**src/rtl/spi_master_pkg.sv**
```systemverilog
// Shared types for the SPI / 3-wire master controller.
// Holds the transaction state encoding and a small sizing helper.
package spi_master_pkg;

    typedef enum logic [2:0] {
        ST_IDLE  = 3'd0,
        ST_START = 3'd1,
        ST_WRITE = 3'd2,
        ST_READ  = 3'd3,
        ST_STOP  = 3'd4
    } spi_state_e;

    function automatic int max_width(input int a, input int b);
        if (a > b) begin
            return a;
        end else begin
            return b;
        end
    endfunction

endpackage

```
**src/rtl/spi_master_ctrl_if.sv**
```systemverilog
// Command/response bus between a register block (master side) and the
// SPI controller (slave side).
interface spi_master_ctrl_if #(
    parameter int MOSI_DATA_WIDTH = 8,
    parameter int MISO_DATA_WIDTH = 8
) ();

    logic                       spi_wr_cmd;
    logic                       spi_rd_cmd;
    logic                       spi_busy;
    logic [MOSI_DATA_WIDTH-1:0] mosi_data;
    logic [MISO_DATA_WIDTH-1:0] miso_data;

    modport master (
        output spi_wr_cmd,
        output spi_rd_cmd,
        output mosi_data,
        input  spi_busy,
        input  miso_data
    );

    modport slave (
        input  spi_wr_cmd,
        input  spi_rd_cmd,
        input  mosi_data,
        output spi_busy,
        output miso_data
    );

endinterface

```
**src/rtl/spi_master_ctrl_edge_detect.sv**
```systemverilog
// Rising-edge detector: one-cycle pulse when i_sig goes from 0 to 1,
// judged against the value registered on the previous clk edge.
module edge_detect (
    input  logic clk,
    input  logic nrst,
    input  logic i_sig,
    output logic o_rise
);

    logic r_prev;

    // Remember last cycle's level of the watched signal
    always_ff @(posedge clk) begin
        if (!nrst) begin
            r_prev <= 1'b0;
        end else begin
            r_prev <= i_sig;
        end
    end

    assign o_rise = i_sig & ~r_prev;

endmodule

```
**src/rtl/spi_master_ctrl.sv**
```systemverilog
// SPI / 3-wire master: shifts out a command word and optionally reads back a
// response word on the shared data line, paced by ticks of the spi_clk prescaler.
module spi_master_ctrl
    import spi_master_pkg::*;
#(
    parameter logic CPOL                 = 1'b0,
    parameter logic FREE_RUNNING_SPI_CLK = 1'b0,
    parameter int   MOSI_DATA_WIDTH      = 8,
    parameter logic WRITE_MSB_FIRST      = 1'b1,
    parameter int   MISO_DATA_WIDTH      = 8,
    parameter logic READ_MSB_FIRST       = 1'b1
) (
    input  logic               clk,
    input  logic               nrst,
    input  logic               spi_clk,
    spi_master_ctrl_if.slave   bus,
    output logic               clk_pin,
    output logic               ncs_pin,
    output logic               mosi_pin,
    output logic               oe_pin,
    input  logic               miso_pin
);

    localparam int CNT_W = $clog2(max_width(MOSI_DATA_WIDTH, MISO_DATA_WIDTH) + 1);
    localparam logic [CNT_W-1:0] LAST_WR_BIT = CNT_W'(MOSI_DATA_WIDTH - 1);
    localparam logic [CNT_W-1:0] LAST_RD_BIT = CNT_W'(MISO_DATA_WIDTH - 1);

    spi_state_e                 r_state;
    logic                       r_phase;
    logic                       r_is_read;
    logic [MOSI_DATA_WIDTH-1:0] r_tx;
    logic [MISO_DATA_WIDTH-1:0] r_rx;
    logic [CNT_W-1:0]           r_bit_cnt;
    logic                       r_clk_pin;
    logic                       r_ncs;
    logic                       r_mosi;
    logic                       r_oe;
    logic                       r_busy;
    logic [MISO_DATA_WIDTH-1:0] r_miso_data;

    logic                       w_tick;
    logic                       w_accept;
    logic                       w_shift_active;
    logic                       w_tx_head;
    logic [MOSI_DATA_WIDTH-1:0] w_tx_shifted;
    logic [MISO_DATA_WIDTH-1:0] w_rx_next;

    edge_detect u_tick (
        .clk    (clk),
        .nrst   (nrst),
        .i_sig  (spi_clk),
        .o_rise (w_tick)
    );

    assign w_accept       = bus.spi_wr_cmd | bus.spi_rd_cmd;
    assign w_shift_active = (r_state == ST_WRITE) || (r_state == ST_READ);

    // The bit on the wire is always the head of r_tx; shifting exposes the next one
    assign w_tx_head    = WRITE_MSB_FIRST ? r_tx[MOSI_DATA_WIDTH-1] : r_tx[0];
    assign w_tx_shifted = WRITE_MSB_FIRST ? (r_tx << 1) : (r_tx >> 1);
    assign w_rx_next    = READ_MSB_FIRST
                        ? ((r_rx << 1) | MISO_DATA_WIDTH'(miso_pin))
                        : ((r_rx >> 1) | (MISO_DATA_WIDTH'(miso_pin) << (MISO_DATA_WIDTH - 1)));

    // Transaction FSM with registered pins, shift registers and bit counter
    always_ff @(posedge clk) begin
        if (!nrst) begin
            r_state     <= ST_IDLE;
            r_phase     <= 1'b0;
            r_is_read   <= 1'b0;
            r_tx        <= {MOSI_DATA_WIDTH{1'b0}};
            r_rx        <= {MISO_DATA_WIDTH{1'b0}};
            r_bit_cnt   <= {CNT_W{1'b0}};
            r_clk_pin   <= CPOL;
            r_ncs       <= 1'b1;
            r_mosi      <= 1'b0;
            r_oe        <= 1'b0;
            r_busy      <= 1'b0;
            r_miso_data <= {MISO_DATA_WIDTH{1'b0}};
        end else begin
            // clk_pin follows the next phase; in gated mode only the shift states open the gate
            if (w_tick) begin
                r_phase   <= ~r_phase;
                r_clk_pin <= CPOL ^ (~r_phase & (FREE_RUNNING_SPI_CLK | w_shift_active));
            end else begin
                r_phase   <= r_phase;
                r_clk_pin <= r_clk_pin;
            end

            case (r_state)
                ST_IDLE: begin
                    if (w_accept) begin
                        r_state   <= ST_START;
                        r_busy    <= 1'b1;
                        r_is_read <= bus.spi_rd_cmd;
                        r_tx      <= bus.mosi_data;
                        r_rx      <= {MISO_DATA_WIDTH{1'b0}};
                    end else begin
                        r_state   <= ST_IDLE;
                    end
                end
                ST_START: begin
                    if (w_tick && r_phase) begin
                        r_ncs     <= 1'b0;
                        r_oe      <= 1'b1;
                        r_mosi    <= w_tx_head;
                        r_tx      <= w_tx_shifted;
                        r_bit_cnt <= {CNT_W{1'b0}};
                        r_state   <= ST_WRITE;
                    end else begin
                        r_state   <= ST_START;
                    end
                end
                ST_WRITE: begin
                    // Only trailing edges (phase returning to 0) matter while writing
                    if (w_tick && r_phase) begin
                        if (r_bit_cnt == LAST_WR_BIT) begin
                            r_bit_cnt <= {CNT_W{1'b0}};
                            if (r_is_read) begin
                                r_oe    <= 1'b0;
                                r_mosi  <= 1'b0;
                                r_state <= ST_READ;
                            end else begin
                                r_state <= ST_STOP;
                            end
                        end else begin
                            r_mosi    <= w_tx_head;
                            r_tx      <= w_tx_shifted;
                            r_bit_cnt <= r_bit_cnt + CNT_W'(1);
                        end
                    end else begin
                        r_state <= ST_WRITE;
                    end
                end
                ST_READ: begin
                    if (w_tick) begin
                        if (!r_phase) begin
                            r_rx <= w_rx_next;
                        end else if (r_bit_cnt == LAST_RD_BIT) begin
                            r_state <= ST_STOP;
                        end else begin
                            r_bit_cnt <= r_bit_cnt + CNT_W'(1);
                        end
                    end else begin
                        r_state <= ST_READ;
                    end
                end
                ST_STOP: begin
                    if (w_tick) begin
                        r_ncs   <= 1'b1;
                        r_oe    <= 1'b0;
                        r_busy  <= 1'b0;
                        r_state <= ST_IDLE;
                        if (r_is_read) begin
                            r_miso_data <= r_rx;
                        end else begin
                            r_miso_data <= r_miso_data;
                        end
                    end else begin
                        r_state <= ST_STOP;
                    end
                end
                default: begin
                    r_state <= ST_IDLE;
                    r_ncs   <= 1'b1;
                    r_oe    <= 1'b0;
                    r_busy  <= 1'b0;
                end
            endcase
        end
    end

    assign clk_pin       = r_clk_pin;
    assign ncs_pin       = r_ncs;
    assign mosi_pin      = r_mosi;
    assign oe_pin        = r_oe;
    assign bus.spi_busy  = r_busy;
    assign bus.miso_data = r_miso_data;

endmodule

```
**src/flat_wrapper.sv**
```systemverilog
// flat-port wrapper written by rule: the top's interface ports become plain ports
module spi_master_ctrl_flat import spi_master_pkg::*;
#(
    parameter logic CPOL                 = 1'b0,
    parameter logic FREE_RUNNING_SPI_CLK = 1'b0,
    parameter int   MOSI_DATA_WIDTH      = 8,
    parameter logic WRITE_MSB_FIRST      = 1'b1,
    parameter int   MISO_DATA_WIDTH      = 8,
    parameter logic READ_MSB_FIRST       = 1'b1
)
  (clk, nrst, spi_clk, clk_pin, ncs_pin, mosi_pin, oe_pin, miso_pin, bus_spi_wr_cmd, bus_spi_rd_cmd, bus_mosi_data, bus_spi_busy, bus_miso_data);
  spi_master_ctrl_if #(.MOSI_DATA_WIDTH(MOSI_DATA_WIDTH), .MISO_DATA_WIDTH(MISO_DATA_WIDTH)) bus_i ();
  input  logic clk;
  input  logic nrst;
  input  logic spi_clk;
  output logic clk_pin;
  output logic ncs_pin;
  output logic mosi_pin;
  output logic oe_pin;
  input  logic miso_pin;
  input wire logic [$bits(bus_i.spi_wr_cmd)-1:0] bus_spi_wr_cmd;
  input wire logic [$bits(bus_i.spi_rd_cmd)-1:0] bus_spi_rd_cmd;
  input wire logic [$bits(bus_i.mosi_data)-1:0] bus_mosi_data;
  output wire logic [$bits(bus_i.spi_busy)-1:0] bus_spi_busy;
  output wire logic [$bits(bus_i.miso_data)-1:0] bus_miso_data;
  assign bus_i.spi_wr_cmd = bus_spi_wr_cmd;
  assign bus_i.spi_rd_cmd = bus_spi_rd_cmd;
  assign bus_i.mosi_data = bus_mosi_data;
  assign bus_spi_busy = bus_i.spi_busy;
  assign bus_miso_data = bus_i.miso_data;
  spi_master_ctrl #(.CPOL(CPOL), .FREE_RUNNING_SPI_CLK(FREE_RUNNING_SPI_CLK), .MOSI_DATA_WIDTH(MOSI_DATA_WIDTH), .WRITE_MSB_FIRST(WRITE_MSB_FIRST), .MISO_DATA_WIDTH(MISO_DATA_WIDTH), .READ_MSB_FIRST(READ_MSB_FIRST)) u_core (.clk(clk), .nrst(nrst), .spi_clk(spi_clk), .bus(bus_i), .clk_pin(clk_pin), .ncs_pin(ncs_pin), .mosi_pin(mosi_pin), .oe_pin(oe_pin), .miso_pin(miso_pin));
endmodule
```
**config.mk**
```make
export PLATFORM = sky130hd
export DESIGN_NAME = spi_master_ctrl_flat
export DESIGN_NICKNAME = d
export VERILOG_FILES = /design/src/rtl/spi_master_pkg.sv /design/src/rtl/spi_master_ctrl_if.sv /design/src/rtl/spi_master_ctrl_edge_detect.sv /design/src/rtl/spi_master_ctrl.sv /design/src/flat_wrapper.sv
export SDC_FILE = /design/constraint.sdc
export NUM_CORES = 1
export LEC_CHECK = 0
export CAP_MARGIN = 20
export CELL_PAD_IN_SITES_DETAIL_PLACEMENT = 0
export CELL_PAD_IN_SITES_GLOBAL_PLACEMENT = 1
export CORE_ASPECT_RATIO = 2
export CORE_MARGIN = 2
export CORE_UTILIZATION = 24
export CTS_CLUSTER_SIZE = 8
export DETAILED_ROUTE_END_ITERATION = 10
export HOLD_SLACK_MARGIN = 0.12
export PLACE_DENSITY_LB_ADDON = 0.1
export SLEW_MARGIN = 20
export SYNTH_ARGS = -nofsm -noshare
export SYNTH_HDL_FRONTEND = slang
export SYNTH_SLANG_ARGS = --single-unit
```
**constraint.sdc**
```tcl
create_clock -name clk -period 1.5 [get_ports clk]
set_input_delay 0.45 -clock clk [delete_from_list [all_inputs] [get_ports clk]]
set_output_delay 0.45 -clock clk [all_outputs]
set_load 0.02 [all_outputs]
```
# --- Word level (Yosys, flattened, before mapping) ---
# Index checks and enable logic that the tools add are counted.
word_totals:
  wordCells: 104
  output_inout_bits: 13
  register_bits: 39
  inputBits: 14
op_classes:
  add_sub_neg: 1
  reduce_logical: 20
  n_eq_ne: 20
  mux: 41
  n_bitwise: 9
op_table:
  columns: ["operator", "n"]
  rows:
  - ["2-to-1 mux 8 bit", 7]
  - ["2-to-1 mux 4 bit", 6]
  - ["case mux 8 bit (3 select lines)", 1]
  - ["2-to-1 mux 3 bit", 7]
  - ["case mux 8 bit (2 select lines)", 1]
  - ["case mux 3 bit (5 select lines)", 1]
  - ["2-to-1 mux 1 bit", 12]
  - ["inequality test 2 x 1 -> 1 bit, second input constant", 6]
  - ["case mux 4 bit (3 select lines)", 1]
  - ["AND reduction 3 bit", 4]
  - ["AND reduction 6 bit", 2]
  - ["inequality test 2 bit, second input constant", 5]
  - ["bitwise OR 8 x 1 -> 8 bit", 1]
  - ["AND reduction 4 bit", 2]
  - ["== test 3 x 2 -> 1 bit, second input constant", 2]
  - ["inequality test 3 x 2 -> 1 bit, second input constant", 2]
  - ["inequality test 3 bit, second input constant", 2]
  - ["case mux 1 bit (3 select lines)", 2]
  - ["nonzero test 3 bit", 2]
  - ["OR reduction 3 bit", 2]
  - ["inverter 1 bit", 5]
  - ["AND reduction 5 bit", 1]
  - ["adder 4 x 1 -> 4 bit, second input constant", 1]
  - ["== test 4 x 3 -> 1 bit, second input constant", 1]
  - ["13 further kinds", 15]

# --- Depth between registers and ports, before layout ---
# Gate-level depths: netlist (run 1).
depth:
  ltp_word: 5
  mapped_depth: 6
  mapped_depth_nobuf: 5

# --- Modules after synthesis ---
# A second synthesis (run 1) with hierarchy kept.
unflattened:
  cells_unflattened: 190
  hier_area_um2: 1881.8
modules_own_cells:
  columns: ["module", "seq_area_each_um2", "area_each_um2", "instances", "cells_per_inst"]
  rows:
  - ["spi_master_ctrl", 760.7, 1841.8, 1, 187]
  - ["edge_detect", 20.0, 40.0, 1, 3]

# --- Worst setup path before layout (run 1) ---
# Ideal clock, no wire load.
synth_timing:
  kind: "register -> register"
  startpoint: "register u_core.r_bit_cnt[0]"
  endpoint: "register u_core.r_tx[0]"
  slack_ps: -40
  stages_incl_launch_ff: 7
  synth_period_minus_slack_ps: 1540
  setup_time_ps: 72
  required_time_ps: 1428
  n_path_buf: 1
  arrival_ps: 1468
  cell_sequence: "dfxtp_1 > ha_1 > and4bb_4 > nor4_4 > or2_1 > buf_6 > mux2i_1"
synth_between:
  elab_chain_len: 3
synth_rtl:
  columns: ["item", "line", "text"]
  rows:
  - ["from (decl)", "spi_master_ctrl.sv:33", "logic [CNT_W-1:0] r_bit_cnt;"]
  - ["from (signal assigned)", "spi_master_ctrl.sv:73", "r_bit_cnt <= {CNT_W{1'b0}};"]
  - ["from (signal assigned)", "spi_master_ctrl.sv:108", "r_bit_cnt <= {CNT_W{1'b0}};"]
  - ["from (signal assigned)", "spi_master_ctrl.sv:118", "r_bit_cnt <= {CNT_W{1'b0}};"]
  - ["== test 4 x 3 -> 1 bit", "spi_master_ctrl.sv:117", "if (r_bit_cnt == LAST_WR_BIT) begin"]
  - ["inequality test 2 bit (no source line)", null, null]
  - ["AND reduction 5 bit (no source line)", null, null]
  - ["to (signal assigned)", "spi_master_ctrl.sv:96", "r_tx <= bus.mosi_data;"]
  - ["to (signal assigned)", "spi_master_ctrl.sv:107", "r_tx <= w_tx_shifted;"]
  - ["to (signal assigned)", "spi_master_ctrl.sv:128", "r_tx <= w_tx_shifted;"]
  - ["to (decl)", "spi_master_ctrl.sv:31", "logic [MOSI_DATA_WIDTH-1:0] r_tx;"]
# Every way passes these cells.
# A chain may end at the register's enable or synchronous reset.

# --- Worst setup path after layout (run 1) ---
layout_timing:
  startpoint: "register u_core.r_ncs (netlist: u_core.ncs_pin)"
  endpoint: "output port ncs_pin"
layout_lines:
  columns: ["item", "line", "text"]
  rows:
  - ["from (decl)", "spi_master_ctrl.sv:35", "logic r_ncs;"]
  - ["from (signal assigned)", "spi_master_ctrl.sv:75", "r_ncs <= 1'b1;"]
  - ["from (signal assigned)", "spi_master_ctrl.sv:104", "r_ncs <= 1'b0;"]
  - ["from (signal assigned)", "spi_master_ctrl.sv:150", "r_ncs <= 1'b1;"]
  - ["to (decl)", "flat_wrapper.sv:17", "output logic ncs_pin;"]
# No word-level cell between the ends.

==> metrics, run 1 <==
Reg power frac 42.2%; crit share post-route 96.7%; number of buffers created by CTS 5; Most used DFF post-synth dfxtp_1; clock share of power 40.3%; crit-path cells dlygate4sd2_1; Synth Area in Compound Gates 16.3%; largest family of logic cells by synthesized area simple AND/OR/NAND/NOR gates; critical path buffer and inverter count 1; ant diodes 0; post-synthesis mux area share 12.4%; Hold Vio Cnt, Final 0; vias in the first global route 1767; synthesized-area fraction occupied by xor and xnor cells 1.29%; Adder-Cell Fraction of Synth Area 0.644%; GRT Overall Usage 13.6%; Top Family by Delay on Critical Path flip-flops; Simple-Gate Fraction of Synth Area 24.0%; GRT met1 Usage 14.6%; Net Sw Power 0.736 mW; max-slew violations 0; fmax 0.689 GHz; Slew HR 77.3%; sw frac 27.4%; Root Buffer clkbuf_16; Mean Syn Cell Area 9.17 µm²; most frequent cell after synthesis dfxtp_1; Clock Latency Late Sink 290 ps; RePlAce Congestion 0.810; fin nets 292; post-place instance area 2590 µm²; WL/cell 14.8 µm; Post-synth top cells 39 x dfxtp_1, 31 x nand2_1, 24 x mux2i_1; post-layout min period 1450 ps; total vias in the final route 1743; CTS tree built; Final setup violation count 0; HP Class reg2reg; Setup Skew 4.21 ps; combinational share of power 17.5%; Clock Path Buffers 2; total I/O pin count 27; GR peak layer met2; Register Area 788 µm²; area of the multi-input gates 1110 µm²; status completed; fin util 35.5%; Port-buffer cells 26; clock sinks 39; Lkg Pwr 1.22 nW; crit path kind reg2out; Routed WL 5.53 mm; ranking of synthesized cells by area dfxtp_1 40%, mux2i_1 12%, nand2_1 6.0%, nor2_1 3.5%, a21oi_1 3.3%; core footprint 7890 µm²; Synth Register Bits 39; Placement Rows 46; hold buffers post-CTS 0; max-cap violations 0; Post-DP HPWL 4.18 mm; WHS 461 ps; Initial Utilization 24.6%; Net Count, Synth 227; area fraction of the dominant cell type after synthesis 40.2%; CP Max Fanout 2; synth warn 0; die area 8880 µm²; share of layout cells above drive strength 1 28.1%; M3 GR Usage 2.65%; power per cell area 958 nW/µm²; First-pass DRT Iterations 4; routed vias/inst 4.66; crit-path max cell delay 370 ps; first-pass GRT wire length 8.96 mm; slew of the pin with the lowest slew margin 339 ps; cells after synthesis 212; Setup crit start kind flop; fin area 2800 µm²; unrepaired setup endpoints after global routing true; synthesized area 1940 µm²; met2 usage 23.4%; fillers 811; cell taking the most area after synthesis dfxtp_1; DIE WIDTH 67.6 µm; Internal Power 1.95 mW; H-tree lvl count 2; slowest CP cell dfxtp_1; synthesis-to-finish area growth 44.2%; Synth cell types 50; number of synthesized flops with an enable pin 0; First DRT Iteration DRCs 96; critical path capture point type primary output; critical path required time 1050 ps; DRT antenna net count 0; die height 131 µm; GRT overflow 0; pin count of the biggest net entering global routing 22; sequential-to-total area share from yosys stat 40.2%; worst endpoint data arrival time 1000 ps; Peak VDD IR 0.000689 V; clock slew seen by the registers of the worst setup and hold paths 60 ps; Post-synth ARST share 0%; DRC 0; initial antenna violation count 0
timing repair:
action                                  in CTS  in global routing
endpoints found under the setup margin      48                 23
resized for setup                           21                 15
pin swaps                                    1                  2
buffers inserted                             1                  1
metal layers:
layer,share of wire (%),vias up
li1,-,885
met1,39,820
met2,55,27
met3,2.5,11
met4,3.3,0
met5,0,-
per-stage QoR:
| stage | power [mW] | setup slack [ps] | TNS (ps) | cells |
|---|---|---|---|---|
| 6_report | 2.68 | 48.8 | 0 | 374 |
| 5_1_grt | 2.80 | -44.4 | -49.2 | 374 |
| 4_1_cts | 2.71 | 9.33 | 0 | 373 |
| 3_5_place_dp | 1.61 | -502 | -16480 | 364 |
| 3_3_place_gp | 1.61 | -504 | -16490 | 364 |
| 2_1_floorplan | 1.41 | -39.6 | -39.6 | 212 |
power by group through the flow:
stage | Clock (mW) | Combinational, mW | Sequential [mW]
after floorplan | 0 | 0.274 | 1.13
after global placement | 0 | 0.460 | 1.15
after detailed placement | 0 | 0.458 | 1.15
after CTS | 1.12 | 0.461 | 1.13
after global routing | 1.16 | 0.506 | 1.14
final | 1.08 | 0.469 | 1.13
final cells by class:
| type | count | share of cell area [%] |
|---|---|---|
| clock inverter | 3 | 0.715 |
| tap | 96 | 4.29 |
| multi-input combinational | 155 | 39.5 |
| clock buffer | 5 | 4.47 |
| inverter | 3 | 0.402 |
| sequential | 39 | 28.1 |
| timing repair buffer | 73 | 22.5 |
registers in the layout, indices dropped and copies added (netlist names):
register	flops
u_core.bus.miso_data	8
u_core.bus.spi_busy	1
u_core.clk_pin	1
u_core.mosi_pin	1
u_core.ncs_pin	1
u_core.oe_pin	1
u_core.r_bit_cnt	4
u_core.r_is_read	1
u_core.r_phase	1
u_core.r_rx	8
u_core.r_state	3
u_core.r_tx	8
u_core.u_tick.r_prev	1
layout by cell type, fill, tap and decap left out, types with 3 or more instances in the layout:
cell	synthesis	layout
dfxtp_2	0	3
buf_4	2	42
clkdlybuf4s50_1	0	10
nor2b_1	4	3
nor3_1	3	3
dlygate4sd2_1	0	16
dfxtp_1	39	35
o211ai_1	3	3
nand3_1	5	5
o31ai_1	8	7
nor2_1	18	17
nand2_1	31	31
o21ai_0	7	4
buf_6	3	3
a21oi_1	13	13
mux2i_1	24	24
or3_1	3	3
clkbuf_16	0	5
final timing paths:
kind | cells past startpoint | startpoint | slack (ps) | endpoint
max | 1 | u_core.ncs_pin | 50 | ncs_pin
min | 2 | u_core.r_tx[0] | 460 | u_core.r_tx[0]
max reg2reg | 7 | u_core.r_bit_cnt[0] | 60 | u_core.r_bit_cnt[2]
min reg2reg | 2 | u_core.r_tx[0] | 460 | u_core.r_tx[0]
cells by family after synthesis:
| logic type | Yosys count |
|---|---|
| fa+ha+maj | 1 |
| flops | 39 |
| mux | 24 |
| buf+inv | 18 |
| compound gates | 45 |
| simple gates | 83 |
| xor+xnor | 2 |
No activity file was read; power rests on OpenSTA's default activity.
==> run 2: changes to the inputs <==
--- a/config.mk
+++ b/config.mk
@@ -18,4 +18,5 @@
 export SLEW_MARGIN = 20
 export SYNTH_ARGS = -nofsm -noshare
 export SYNTH_HDL_FRONTEND = slang
+export SYNTH_HIERARCHICAL = 1
 export SYNTH_SLANG_ARGS = --single-unit
==> run 2 against run 1 <==
Against the previous run: the run now ends with negative setup slack left; hold slack better by 1.9 ps; area after synthesis is 3.2% lower; combinational power is 4.9% higher; non-clock buffer count is 9 higher; first-iteration DRC count is 70% lower; die area is 3.0% lower; via count is 0.92% higher; global-route usage is 0.48 points higher; cell area is 6.3% higher; utilization is 3.6 points higher; register-to-register slack worse by 150 ps; largest power group is now the clock network.
==> metrics, run 2 <==
status finished with violations; failing checks negative setup slack; Placement Setup Slack -612 ps (-110 ps); Synth Register Bits 39 (unchanged); Placement Rows 45 (-2.2%); first-pass GRT wire length 9.00 mm (+0.38%); Slew HR 73.9% (-3.4 points); fillers 784 (-3.3%); critical path capture point type flop; number of synthesized flops with an enable pin 0 (unchanged); Peak VDD IR 0.000665 V (-3.5%); unrepaired setup endpoints after global routing true; initial antenna violation count 0 (unchanged); core footprint 7600 µm² (-3.6%); Final setup violation count 11 (+11); max-slew violations 0 (unchanged); DIE WIDTH 66.6 µm (-1.5%); worst endpoint data arrival time 1800 ps (+800 ps); HP Class reg2reg; number of buffers created by CTS 5 (unchanged); pin count of the biggest net entering global routing 14 (-36%); Port-buffer cells 26 (unchanged); synthesis-to-finish area growth 58.2%; share of layout cells above drive strength 1 38.1% (+10 points); clock sinks 39 (unchanged); RePlAce Congestion 0.827 (+2.1%); cells after synthesis 190 (-10%); GRT met1 Usage 12.1% (-2.5 points); Clock Path Buffers 2 (unchanged); setup TNS -643 ps (-643 ps); die height 129 µm (-1.5%); Post-DP HPWL 4.34 mm (+3.8%); clock slew seen by the registers of the worst setup and hold paths 60 ps (about the same); max-cap violations 0 (unchanged); Synth cell types 57 (+14%); DRC 0 (unchanged); GR peak layer met2; H-tree lvl count 2 (unchanged); power per cell area 1010 nW/µm² (+5.2%); commonest non-fill, non-tap cell in the layout buf_4; Clock Latency Late Sink 290 ps (about the same); met2 usage 27.8% (+4.3 points); die area 8610 µm² (-3.0%); Most used DFF post-synth dfxtp_1; crit-path max cell delay 420 ps (+50 ps); Hold Vio Cnt, Final 0 (unchanged); Post-synth ARST share 0% (unchanged); synth warn 6 (+6); CP Max Fanout 7 (+5); GRT Overall Usage 14.1% (+0.48 points); WL/cell 15.6 µm (+5.2%); Setup Skew 3.95 ps (-0.260 ps); slew of the pin with the lowest slew margin 389 ps (+50.0 ps); First DRT Iteration DRCs 29 (-70%); Top Family by Delay on Critical Path compound AO/OA/AOI/OAI gates; post-layout min period 1590 ps (+136 ps); Setup WS post-layout -86.8 ps (-136 ps); most frequent cell after synthesis dfxtp_1; WHS 462 ps (+1.87 ps); ant diodes 0 (unchanged); Routed WL 5.63 mm (+1.9%); Net Count, Synth 205 (-9.7%); ranking of synthesized cells by area dfxtp_1 41%, mux2i_1 9.0%, a22o_1 4.2%, o211ai_2 4.0%, nor2_1 2.8%; fmax 0.630 GHz (-8.5%); Lkg Pwr 1.29 nW (+5.5%); Initial Utilization 24.8% (+0.11 points); sequential-to-total area share from yosys stat 41.5% (+1.3 points); Root Buffer clkbuf_16; most frequent cells in the layout 47 x buf_4, 35 x dfxtp_1, 17 x mux2i_1; synthesized area 1880 µm² (-3.2%); area fraction of the dominant cell type after synthesis 41.5% (+1.3 points); GRT overflow 0 (unchanged); Setup crit start kind flop; crit share post-route 106% (+9.0 points); routed vias/inst 4.86 (+4.3%); CTS tree built; hold buffers post-CTS 0 (unchanged); fin nets 282 (-3.4%); Mean Syn Cell Area 9.90 µm² (+8.1%); slowest CP cell a211o_4; crit-path cells ha_4 -> buf_6 -> nand3b_1 -> nand4_4 -> a211o_4 -> o221ai_2; M3 GR Usage 2.86% (+0.21 points); First-pass DRT Iterations 3 (-1); Post-synth top cells 39 x dfxtp_1, 17 x mux2i_1, 14 x nor2_1; crit path kind reg2reg; total vias in the final route 1759 (+0.92%); vias in the first global route 1903 (+7.7%); total I/O pin count 27 (unchanged); critical path buffer and inverter count 1 (unchanged); critical path required time 1710 ps (+660 ps); DRT antenna net count 0 (unchanged); cell taking the most area after synthesis dfxtp_1
## run 2: cell families (layout without fill, tap and decap cells)
logic type                 count (synthesis)  after routing  share of synthesized area, %
AOI/OAI and AO/OA                         50             50                          23.9
xor gates and xnor gates                   2              2                         0.931
adders and majority gates                  1              1                         0.665
buffers and inverters                     15             93                          3.92
DFF                                       39             39                          41.5
muxes                                     17             17                          9.04
and+or+nand+nor                           66             66                          20.0
## run 2: what timing repair did
| item | CTS | global route |
|---|---|---|
| gates resized for setup | 28 | 15 |
| gates cloned | 0 | 0 |
| setup endpoints to repair | 46 | 30 |
| pin swaps | 13 | 18 |
| buffers inserted | 1 | 6 |
## run 2: path summary, 6_finish.rpt
kind | start | endpoint | slack, ps | cells after the start
max | u_core/r_bit_cnt[0] | u_core/r_tx[7] | -90 | 6
min | u_core/r_tx[0] | u_core/r_tx[0] | 460 | 2
max reg2reg | u_core/r_bit_cnt[0] | u_core/r_tx[7] | -90 | 6
min reg2reg | u_core/r_tx[0] | u_core/r_tx[0] | 460 | 2
## run 2: report_power, final
group / internal [mW] / switching (mW) / total (mW) / leakage [nW]
Clock: 0.953 / 0.443 / 1.40 / 0.0900
Sequential: 1.08 / 0.0394 / 1.12 / 0.319
Combinational: 0.265 / 0.227 / 0.492 / 0.877
## run 2: per-stage QoR
| step | total power, mW | util, % | std cells | area [µm²] |
|---|---|---|---|---|
| after global placement | 1.60 | 34.7 | 348 | 2640 |
| after detailed placement | 1.60 | 34.7 | 348 | 2640 |
| final | 3.00 | 39.2 | 362 | 2980 |
| after global routing | 3.14 | 39.2 | 362 | 2980 |
| after CTS | 3.03 | 37.8 | 356 | 2870 |
| after floorplan | 1.36 | - | 190 | 1900 |
## run 2: layout make-up
type	instances	area [µm²]	area share, %
multi-input combinational	136	1140	38.2
sequential	39	788	26.5
timing repair buffer	82	732	24.6
clock buffer	5	125	4.20
tap	94	118	3.95
clock inverter	3	67.6	2.27
inverter	3	11.3	0.378
## run 2: metal layers
metal  share of wire, %  up-vias
li1                   -      872
met4                3.3        0
met1                 35      844
met2                 59       31
met5                  0        -
met3                3.0       12
## run 2: tightest hold or removal path: stages, from the launching register on
cell     delay, ps
dfxtp_1        310
nand2_1         50
mux2i_1         60
==> run 3: changes to the inputs <==
--- a/config.mk
+++ b/config.mk
@@ -9,13 +9,13 @@
 export CELL_PAD_IN_SITES_DETAIL_PLACEMENT = 0
 export CELL_PAD_IN_SITES_GLOBAL_PLACEMENT = 1
 export CORE_ASPECT_RATIO = 2
-export CORE_MARGIN = 2
+export CORE_MARGIN = 3
 export CORE_UTILIZATION = 24
 export CTS_CLUSTER_SIZE = 8
 export DETAILED_ROUTE_END_ITERATION = 10
-export HOLD_SLACK_MARGIN = 0.12
+export HOLD_SLACK_MARGIN = 0.02
 export PLACE_DENSITY_LB_ADDON = 0.1
-export SLEW_MARGIN = 20
+export SLEW_MARGIN = 0
 export SYNTH_ARGS = -nofsm -noshare
 export SYNTH_HDL_FRONTEND = slang
 export SYNTH_HIERARCHICAL = 1
==> run 3 against run 2 <==
Against the previous run: the run still ends with negative setup slack left; sequential share of layout area rose by 1.1 points; cell area is 3.8% lower; die area is 4.6% higher; clock skew about the same; hold slack improved by 2.0 ps; setup slack improved by 47 ps; clock-buffer cell count increased by 2; power down 10%.
==> metrics, run 3 (synthesis gave the netlist of run 2 again) <==
GRT Overall Usage 13.8% (-0.28 points); share of layout cells above drive strength 1 37.4% (-0.66 points); fin util 37.7% (-1.5 points); fin nets 276 (-2.1%); Root Buffer clkbuf_16; failing checks negative setup slack; routed vias/inst 4.97 (+2.2%); First-pass DRT Iterations 6 (+3); first-pass GRT wire length 9.23 mm (+2.6%); Placement Rows 45 (unchanged); max-cap violations 0 (unchanged); unrepaired setup endpoints after global routing true; commonest non-fill, non-tap cell in the layout buf_4; Setup crit start kind flop; clock sinks 39 (unchanged); First DRT Iteration DRCs 37 (+28%); crit path kind reg2reg; Setup WS post-layout -40.3 ps (+46.5 ps); crit-path cells ha_4 -> and3b_2 -> a2111oi_4 -> buf_4 -> nand2b_4 -> a21oi_2; Register-to-Register Setup Slack -40 ps (+50 ps); die height 131 µm (+1.5%); critical path buffer and inverter count 1 (unchanged); RePlAce Congestion 0.806 (-2.5%); critical path required time 1680 ps (-30 ps); Hold Vio Cnt, Final 0 (unchanged); fillers 800 (+2.0%); Setup Skew 3.87 ps (-0.0773 ps); die area 9000 µm² (+4.6%); core footprint 7600 µm² (unchanged); hold buffers post-CTS 0 (unchanged); H-tree lvl count 2 (unchanged); initial antenna violation count 0 (unchanged); total vias in the final route 1768 (+0.51%); most frequent cells in the layout 44 x buf_4, 35 x dfxtp_1, 17 x mux2i_1; slowest CP cell a2111oi_4; Clock Path Buffers 2 (unchanged); Final setup violation count 9 (-2); WHS 464 ps (+2.01 ps); number of buffers created by CTS 5 (unchanged); Register Area 791 µm² (+0.32%); Port-buffer cells 26 (unchanged); crit-path max cell delay 370 ps (-50 ps); Post-DP HPWL 4.26 mm (-1.9%); DRC 0 (unchanged); post-layout min period 1540 ps (-46.5 ps); Initial Utilization 24.8% (unchanged); WL/cell 15.8 µm (+1.5%); CP Max Fanout 4 (-3); Slew HR 74.2% (+0.33 points); slew of the pin with the lowest slew margin 386 ps (-3.49 ps); worst endpoint data arrival time 1720 ps (-80 ps); pin count of the biggest net entering global routing 15 (+1); HP Class reg2reg; ant diodes 0 (unchanged); status finished with violations; critical path capture point type flop; Peak VDD IR 0.000598 V (-10%); Routed WL 5.62 mm (-0.20%); synthesis-to-finish area growth 52.3%; clock slew seen by the registers of the worst setup and hold paths 60 ps (about the same); GRT overflow 0 (unchanged); max-slew violations 0 (unchanged); crit share post-route 103% (-3.1 points); vias in the first global route 1918 (+0.79%); Placement Setup Slack -622 ps (-10.1 ps); power per cell area 943 nW/µm² (-6.5%); Clock Latency Late Sink 290 ps (about the same); total I/O pin count 27 (unchanged); DIE WIDTH 68.6 µm (+3.0%); CTS tree built; Lkg Pwr 1.22 nW (-4.7%); fmax 0.649 GHz (+3.0%); DRT antenna net count 0 (unchanged); Top Family by Delay on Critical Path compound AO/OA/AOI/OAI gates; area of the multi-input gates 1130 µm² (-0.66%)
run 3: cell types whose count changed in the layout (fill, tap and decap cells not counted), sizes merged:
cell / delta
buf: -6
bufinv: -2
clkbuf: +2
clkdlybuf4s15: +1
clkdlybuf4s50: +1
dlygate4sd2: -1
dlymetal6s2s: -1
run 3: through the flow:
step	cells	setup TNS (ps)	cell area, µm²	power [mW]
floorplan	190	-1440	1900	1.36
global placement	342	-16510	2570	1.56
detailed placement	342	-16270	2570	1.57
CTS	354	-229	2820	2.73
global route	356	-956	2870	2.81
finish	356	-202	2870	2.70
run 3: worst reg2reg max path: stages, from the launching register on:
cell	delay, ps
dfxtp_2	330
ha_4	150
and3b_2	240
a2111oi_4	370
buf_4	180
nand2b_4	110
a21oi_2	40
run 3: final timing paths:
path	endpoint	startpoint	cells after the start
setup / recovery	u_core/r_bit_cnt[1]	u_core/r_bit_cnt[1]	6
hold / removal	u_core/oe_pin	u_core/oe_pin	2
setup reg to reg	u_core/r_bit_cnt[1]	u_core/r_bit_cnt[1]	6
hold reg to reg	u_core/oe_pin	u_core/oe_pin	2
run 3: repair_timing:
| action | 4_1_cts | 5_1_grt |
|---|---|---|
| gates cloned | 0 | 0 |
| resized for setup | 33 | 9 |
| buffers inserted | 4 | 2 |
| pin swaps | 10 | 11 |
| endpoints found under the setup margin | 45 | 27 |
run 3: layout make-up:
| class | count | share of cell area (%) |
|---|---|---|
| inverter | 3 | 0.393 |
| clock buffer | 7 | 5.33 |
| timing repair buffer | 76 | 22.9 |
| clock inverter | 1 | 0.262 |
| multi-input combinational | 136 | 39.4 |
| tap | 94 | 4.10 |
| sequential | 39 | 27.6 |
run 3: power by group:
group / internal [mW] / switching, mW
Clock: 0.707 / 0.432
Sequential: 1.08 / 0.0426
Combinational: 0.228 / 0.216
run 3: per-layer routing:
metal,global-route usage [%],part of all wire (%),vias to the layer above,wire length [µm]
met5,0,0,-,0
met4,6.20,2.1,0,119
met3,2.74,3.3,7,186
met2,26.0,60,33,3350
met1,13.2,35,867,1970
li1,-,-,861,-
